--- src/rtl/if_stage_pkg.sv ---
// Shared pipeline package for the instruction fetch stage.
// Holds the fetch FSM state encoding, the NOP encoding and the default reset PC.
package if_stage_pkg;

    typedef enum logic [1:0] {
        StIdle,
        StReq,
        StDrop
    } fetch_state_e;

    localparam logic [31:0] NOP              = 32'h0000_0000;
    localparam logic [31:0] RESET_PC_DEFAULT = 32'h0000_0000;

endpackage

--- src/rtl/if_stage_pc_reg.sv ---
// Program counter register with its next-PC mux.
// Ports:
//   clk, rst        clock, synchronous active-low reset
//   redirect        load the word-aligned target (wins over advance)
//   target          redirect address
//   advance         step the PC by PC_STEP
//   pc              current PC
//   pc_next         value the PC takes at the next posedge (reset aside)
//   pc_plus_step    pc + PC_STEP, modulo 2^32
module pc_reg
    import if_stage_pkg::*;
#(
    parameter logic [31:0] RESET_PC = RESET_PC_DEFAULT,
    parameter int unsigned PC_STEP  = 4
) (
    input  logic        clk,
    input  logic        rst,
    input  logic        redirect,
    input  logic [31:0] target,
    input  logic        advance,
    output logic [31:0] pc,
    output logic [31:0] pc_next,
    output logic [31:0] pc_plus_step
);

    logic [31:0] pc_q;
    logic        unused_target_lsbs;

    // Low target bits are dropped: fetch addresses are always word aligned.
    assign unused_target_lsbs = ^target[1:0];

    assign pc_plus_step = pc_q + 32'(PC_STEP);

    always_comb begin
        pc_next = pc_q;
        if (redirect) begin
            pc_next = {target[31:2], 2'b00};
        end else if (advance) begin
            pc_next = pc_plus_step;
        end
    end

    always_ff @(posedge clk) begin
        if (!rst) begin
            pc_q <= RESET_PC;
        end else begin
            pc_q <= pc_next;
        end
    end

    assign pc = pc_q;

endmodule

--- src/rtl/if_stage.sv ---
// Instruction fetch stage: issues word fetches to instruction memory, handles
// stalls and branch redirects, and squashes responses made stale by a redirect.
// Ports:
//   clk, rst                  clock, synchronous active-low reset
//   pc_write_n                1 = hold PC (stall), 0 = advance
//   branch_taken/_target      redirect request from ID
//   imem_req/imem_addr        memory request valid / address
//   imem_ready/imem_rdata     memory accept + data (same cycle)
//   pc_out                    PC+PC_STEP of the fetched instruction
//   inst_out                  fetched instruction or NOP
//   if_flush                  squash IF/ID on redirect
//   fetch_busy                request outstanding and not ready
module if_stage
    import if_stage_pkg::*;
#(
    parameter logic [31:0] RESET_PC = RESET_PC_DEFAULT,
    parameter int unsigned PC_STEP  = 4
) (
    input  logic        clk,
    input  logic        rst,
    input  logic        pc_write_n,
    input  logic        branch_taken,
    input  logic [31:0] branch_target,
    output logic        imem_req,
    output logic [31:0] imem_addr,
    input  logic        imem_ready,
    input  logic [31:0] imem_rdata,
    output logic [31:0] pc_out,
    output logic [31:0] inst_out,
    output logic        if_flush,
    output logic        fetch_busy
);

    fetch_state_e state_q, state_d;
    logic [31:0]  req_addr_q, req_addr_d;
    logic [31:0]  pc, pc_next, pc_plus_step;
    logic         in_req, fetch_ok, advance;

    assign in_req   = (state_q == StReq);
    // A response is usable only in REQ, on ready, and without a competing redirect.
    assign fetch_ok = in_req && imem_ready && !branch_taken;
    assign advance  = fetch_ok && !pc_write_n;

    pc_reg #(
        .RESET_PC (RESET_PC),
        .PC_STEP  (PC_STEP)
    ) u_pc_reg (
        .clk          (clk),
        .rst          (rst),
        .redirect     (branch_taken),
        .target       (branch_target),
        .advance      (advance),
        .pc           (pc),
        .pc_next      (pc_next),
        .pc_plus_step (pc_plus_step)
    );

    always_comb begin
        state_d    = state_q;
        req_addr_d = req_addr_q;
        unique case (state_q)
            StIdle: begin
                // Track the PC (including a redirect taken here) so REQ starts at pc.
                req_addr_d = pc_next;
                state_d    = StReq;
            end
            StReq: begin
                if (imem_ready) begin
                    req_addr_d = pc_next;
                end else if (branch_taken) begin
                    // Keep the outstanding address stable; its data will be dropped.
                    state_d = StDrop;
                end
            end
            StDrop: begin
                // A branch with ready here still retires the stale request; the
                // newest target is picked up through pc_next.
                if (imem_ready) begin
                    req_addr_d = pc_next;
                    state_d    = StReq;
                end
            end
            default: begin
                state_d = StIdle;
            end
        endcase
    end

    always_ff @(posedge clk) begin
        if (!rst) begin
            state_q    <= StIdle;
            req_addr_q <= RESET_PC;
        end else begin
            state_q    <= state_d;
            req_addr_q <= req_addr_d;
        end
    end

    always_comb begin
        imem_req   = (state_q != StIdle);
        imem_addr  = req_addr_q;
        inst_out   = fetch_ok ? imem_rdata : NOP;
        pc_out     = (in_req && imem_ready) ? (req_addr_q + 32'(PC_STEP)) : pc_plus_step;
        if_flush   = imem_req && branch_taken;
        fetch_busy = imem_req && !imem_ready;
    end

endmodule
--- config.mk ---
export PLATFORM = sky130hd
export DESIGN_NAME = if_stage
export DESIGN_NICKNAME = d
export VERILOG_FILES = /design/src/rtl/if_stage_pkg.sv /design/src/rtl/if_stage_pc_reg.sv /design/src/rtl/if_stage.sv
export SDC_FILE = /design/constraint.sdc
export NUM_CORES = 1
export LEC_CHECK = 0
export BUFFER_PORTS_ARGS = -buffer_cell sky130_fd_sc_hd__buf_2
export CELL_PAD_IN_SITES_DETAIL_PLACEMENT = 0
export CELL_PAD_IN_SITES_GLOBAL_PLACEMENT = 1
export CORE_ASPECT_RATIO = 1.5
export CORE_MARGIN = 2
export CORE_UTILIZATION = 32
export DETAILED_ROUTE_END_ITERATION = 12
export PLACE_DENSITY_LB_ADDON = 0.1
export SLEW_MARGIN = 25
export SYNTH_ARGS = -nofsm -noshare
export SYNTH_HDL_FRONTEND = slang
export SYNTH_SLANG_ARGS = --single-unit
--- constraint.sdc ---
create_clock -name clk -period 2.3 [get_ports clk]
set_clock_uncertainty 0.1 [all_clocks]
set_input_delay 0.575 -clock clk [delete_from_list [all_inputs] [get_ports clk]]
set_output_delay 0.575 -clock clk [all_outputs]
set_load 0.03 [all_outputs]
==> results.json <==
{
  "area_growth_pct": 85.2,
  "grt_pass1_wl_mm": 29.6,
  "critical-path-max-stage-delay_ps": 450,
  "fp.dieH_um": 153,
  "wire_per_inst_um": 17.5,
  "synth_xor_xnor_area_share_pct": 12.6,
  "period_needed_ps": 2860,
  "vias": 5852,
  "intPower_mw": 4.18,
  "final_max_slew_viol_count": 0,
  "cp-end-kind": "output pin",
  "cts_sinks": 66,
  "drc_errors": 0,
  "violations": "negative setup slack",
  "first_pass_iters": 5,
  "synth_seq_area_share_pct": 27.9,
  "clk_latency_ps": 340,
  "critPathKind": "flop to output pin",
  "placed_area_sq_um": 7160,
  "fillers": 1291,
  "synth_mux_area_share_pct": 6.27,
  "die_w_um": 103,
  "via_per_inst": 5.22,
  "synth_edf_count": 0,
  "grt_setup_unrepaired": "true",
  "synth_top_family_by_area": "simple AND/OR/NAND/NOR gates",
  "htree_levels": 3,
  "slowest_stage": "or4_4",
  "synthCells": 619,
  "ir_worst_vdd_mv": 0.553,
  "routed_wl_mm": 19.6,
  "dp.final_hpwl_mm": 14.5,
  "critical_path_arrival_ps": 2190,
  "start_util_pct": 32.6,
  "antenna_found_initial": 0,
  "ant_nets": 0,
  "drive_gt1_share_pct": 57.5,
  "numCtsBuffers": 9,
  "drtIter0Drc": 186,
  "hold_viol_final": 0,
  "hold_path_class": "input port to flop",
  "cts_buffer_depth": 2,
  "p_seq_share_pct": 22.0,
  "synth-simple-area-share_pct": 31.7,
  "switchingPower_mw": 3.24,
  "synth-seq-cells": 66,
  "grt-ovfl-total": 0,
  "fp.dieArea_sq_um": 15800,
  "finalWorstSetupSlack_ps": -561,
  "synth_area_per_cell_sq_um": 7.64,
  "pwr-share-clk_pct": 19.9,
  "status": "finished with violations",
  "finish.net_count": 996,
  "max_freq_ghz": 0.350,
  "setup_violations": 36,
  "slew_headroom_pct": 67.6,
  "track_usage_pct": 24.1,
  "path_cells": "nand4_1, or3_4, or4_4, xor2_2, mux2i_4, buf_6",
  "synth-adder-area-share_pct": 1.59,
  "ios": 168,
  "critPathLaunchType": "flop",
  "maxCapViolCount": 0,
  "tightest_slew_ps": 484,
  "synth_nets": 694,
  "postLayoutCellArea_sq_um": 8760,
  "row_count": 54,
  "ys_warn_count": 0,
  "cts-root-buf": "clkbuf_16",
  "path_max_fanout": 4,
  "powerDensity_nw_per_um2": 846,
  "io_buffers": 165,
  "leakagePower_nw": 3.84,
  "fin_crit_sh_pct": 124,
  "layout_common_cells": "159 x buf_4, 102 x buf_2, 63 x buf_6, 43 x nand2_1, 37 x nor2_1",
  "final_common_cell": "buf_4",
  "gp_congestion": 0.821,
  "utilization_pct": 60.3,
  "cts.clk_slew.worst_paths_ps": 60,
  "synth_compound_area_share_pct": 15.5,
  "crit_required_ps": 1620,
  "grt_pass1_vias": 5875,
  "yosys.cell_types.count": 56,
  "synthArstFlopShare_pct": 0,
  "tritoncts": "yes",
  "synth_ff_type": "dfxtp_1",
  "core_area_sq_um": 14500,
  "synth_area_sq_um": 4730,
  "swShare_pct": 43.7,
  "grt_max_degree": 35,
  "antenna_cells": 0,
  "p_comb_share_pct": 58.1
}
## final cells by class
cell class,instances,area (sq um),share of cell area [%]
flip-flops and latches,66,1400,15.9
multi-input cells,502,4190,47.8
repair buffers,333,2580,29.5
well taps,196,245,2.80
clock inverters,5,78.8,0.900
inverters,9,36.3,0.414
clock buffers,11,233,2.66
## cell families after synthesis
family          count (synthesis)
compound gates                118
simple gates                  281
xor+xnor                       68
mux                            29
fa+ha+maj                       6
flops                          66
buf+inv                        51
## metrics by stage
step                      cells  total power [mW]  worst slack (ps)  hold slack [ps]  TNS, ps
final                      1122              7.41              -561              397    -8710
after global placement     1079              5.39              -349              389    -4380
after floorplan             619              3.89              -262              368    -1460
after detailed placement   1079              5.44              -379              408    -5970
after CTS                  1113              7.32              -556              392    -8850
after global routing       1122              7.79              -607              399   -11880
## per-layer routing
metal	routed length, um	part of all wire [%]	global-route usage [%]	up-vias
li1	-	-	-	2823
met1	7330	37	26.3	2821
met2	10900	56	46.5	188
met3	1020	5.2	3.57	20
met4	349	1.8	6.39	0
met5	0	0	0	-
## cells in the mapped netlist, drive strengths merged, types with 3 or more instances
| cell | number | area (sq um) |
|---|---|---|
| a211oi | 5 | 37.5 |
| a21oi | 30 | 150 |
| a31o | 3 | 26.3 |
| a31oi | 7 | 43.8 |
| and2 | 37 | 231 |
| and3 | 18 | 114 |
| and4 | 8 | 71.3 |
| buf | 12 | 62.6 |
| clkbuf | 30 | 113 |
| dfxtp | 66 | 1320 |
| ha | 6 | 75.1 |
| inv | 9 | 33.8 |
| mux2 | 5 | 56.3 |
| mux2i | 24 | 240 |
| nand2 | 48 | 180 |
| nand2b | 8 | 50.1 |
| nand3 | 43 | 220 |
| nand4 | 25 | 163 |
| nor2 | 49 | 184 |
| nor3 | 14 | 70.1 |
| nor4 | 17 | 106 |
| o211ai | 4 | 30.0 |
| o21ai | 40 | 200 |
| o31a | 5 | 46.3 |
| o31ai | 8 | 60.1 |
| or3 | 4 | 27.5 |
| or4 | 3 | 26.3 |
| xnor2 | 30 | 263 |
| xor2 | 38 | 333 |
## critical path, delay by kind of cell, from the launching register on
kind | cells | cell delay, ps
muxes | 1 | 160
DFF | 1 | 340
and+or+nand+nor | 3 | 1020
xor gates and xnor gates | 1 | 170
buffers and inverters | 1 | 150
## power groups by stage
stage	clock, mW	sequential (mW)	combinational (mW)
floorplan	0	2.05	1.84
global placement	0	1.60	3.79
detailed placement	0	1.60	3.84
CTS	1.49	1.62	4.21
global route	1.53	1.65	4.60
finish	1.48	1.63	4.31
## final timing paths
| kind | depth (start not counted) | slack [ps] | end | startpoint |
|---|---|---|---|---|
| worst max-delay path | 6 | -560 | pc_out[31] | u_pc_reg.pc[3]$_SDFF_PN0_ |
| worst min-delay path | 3 | 400 | u_pc_reg.pc[15]$_SDFF_PN0_ | branch_target[15] |
| worst max register to register | 7 | -120 | imem_addr[28]$_SDFFE_PN0P_ | u_pc_reg.pc[3]$_SDFF_PN0_ |
| worst min register to register | 2 | 420 | imem_addr[1]$_SDFFE_PN0P_ | imem_addr[1]$_SDFFE_PN0P_ |
## what timing repair did
action                                  4_1_cts  5_1_grt
hold endpoints to repair                      0        0
endpoints found under the setup margin       69       52
hold buffers                                  0        0
gates cloned                                  1        2
pin swaps                                    29       42
resized for setup                           187       99
setup buffers                                18       13
No activity file was read; power rests on OpenSTA's default activity.
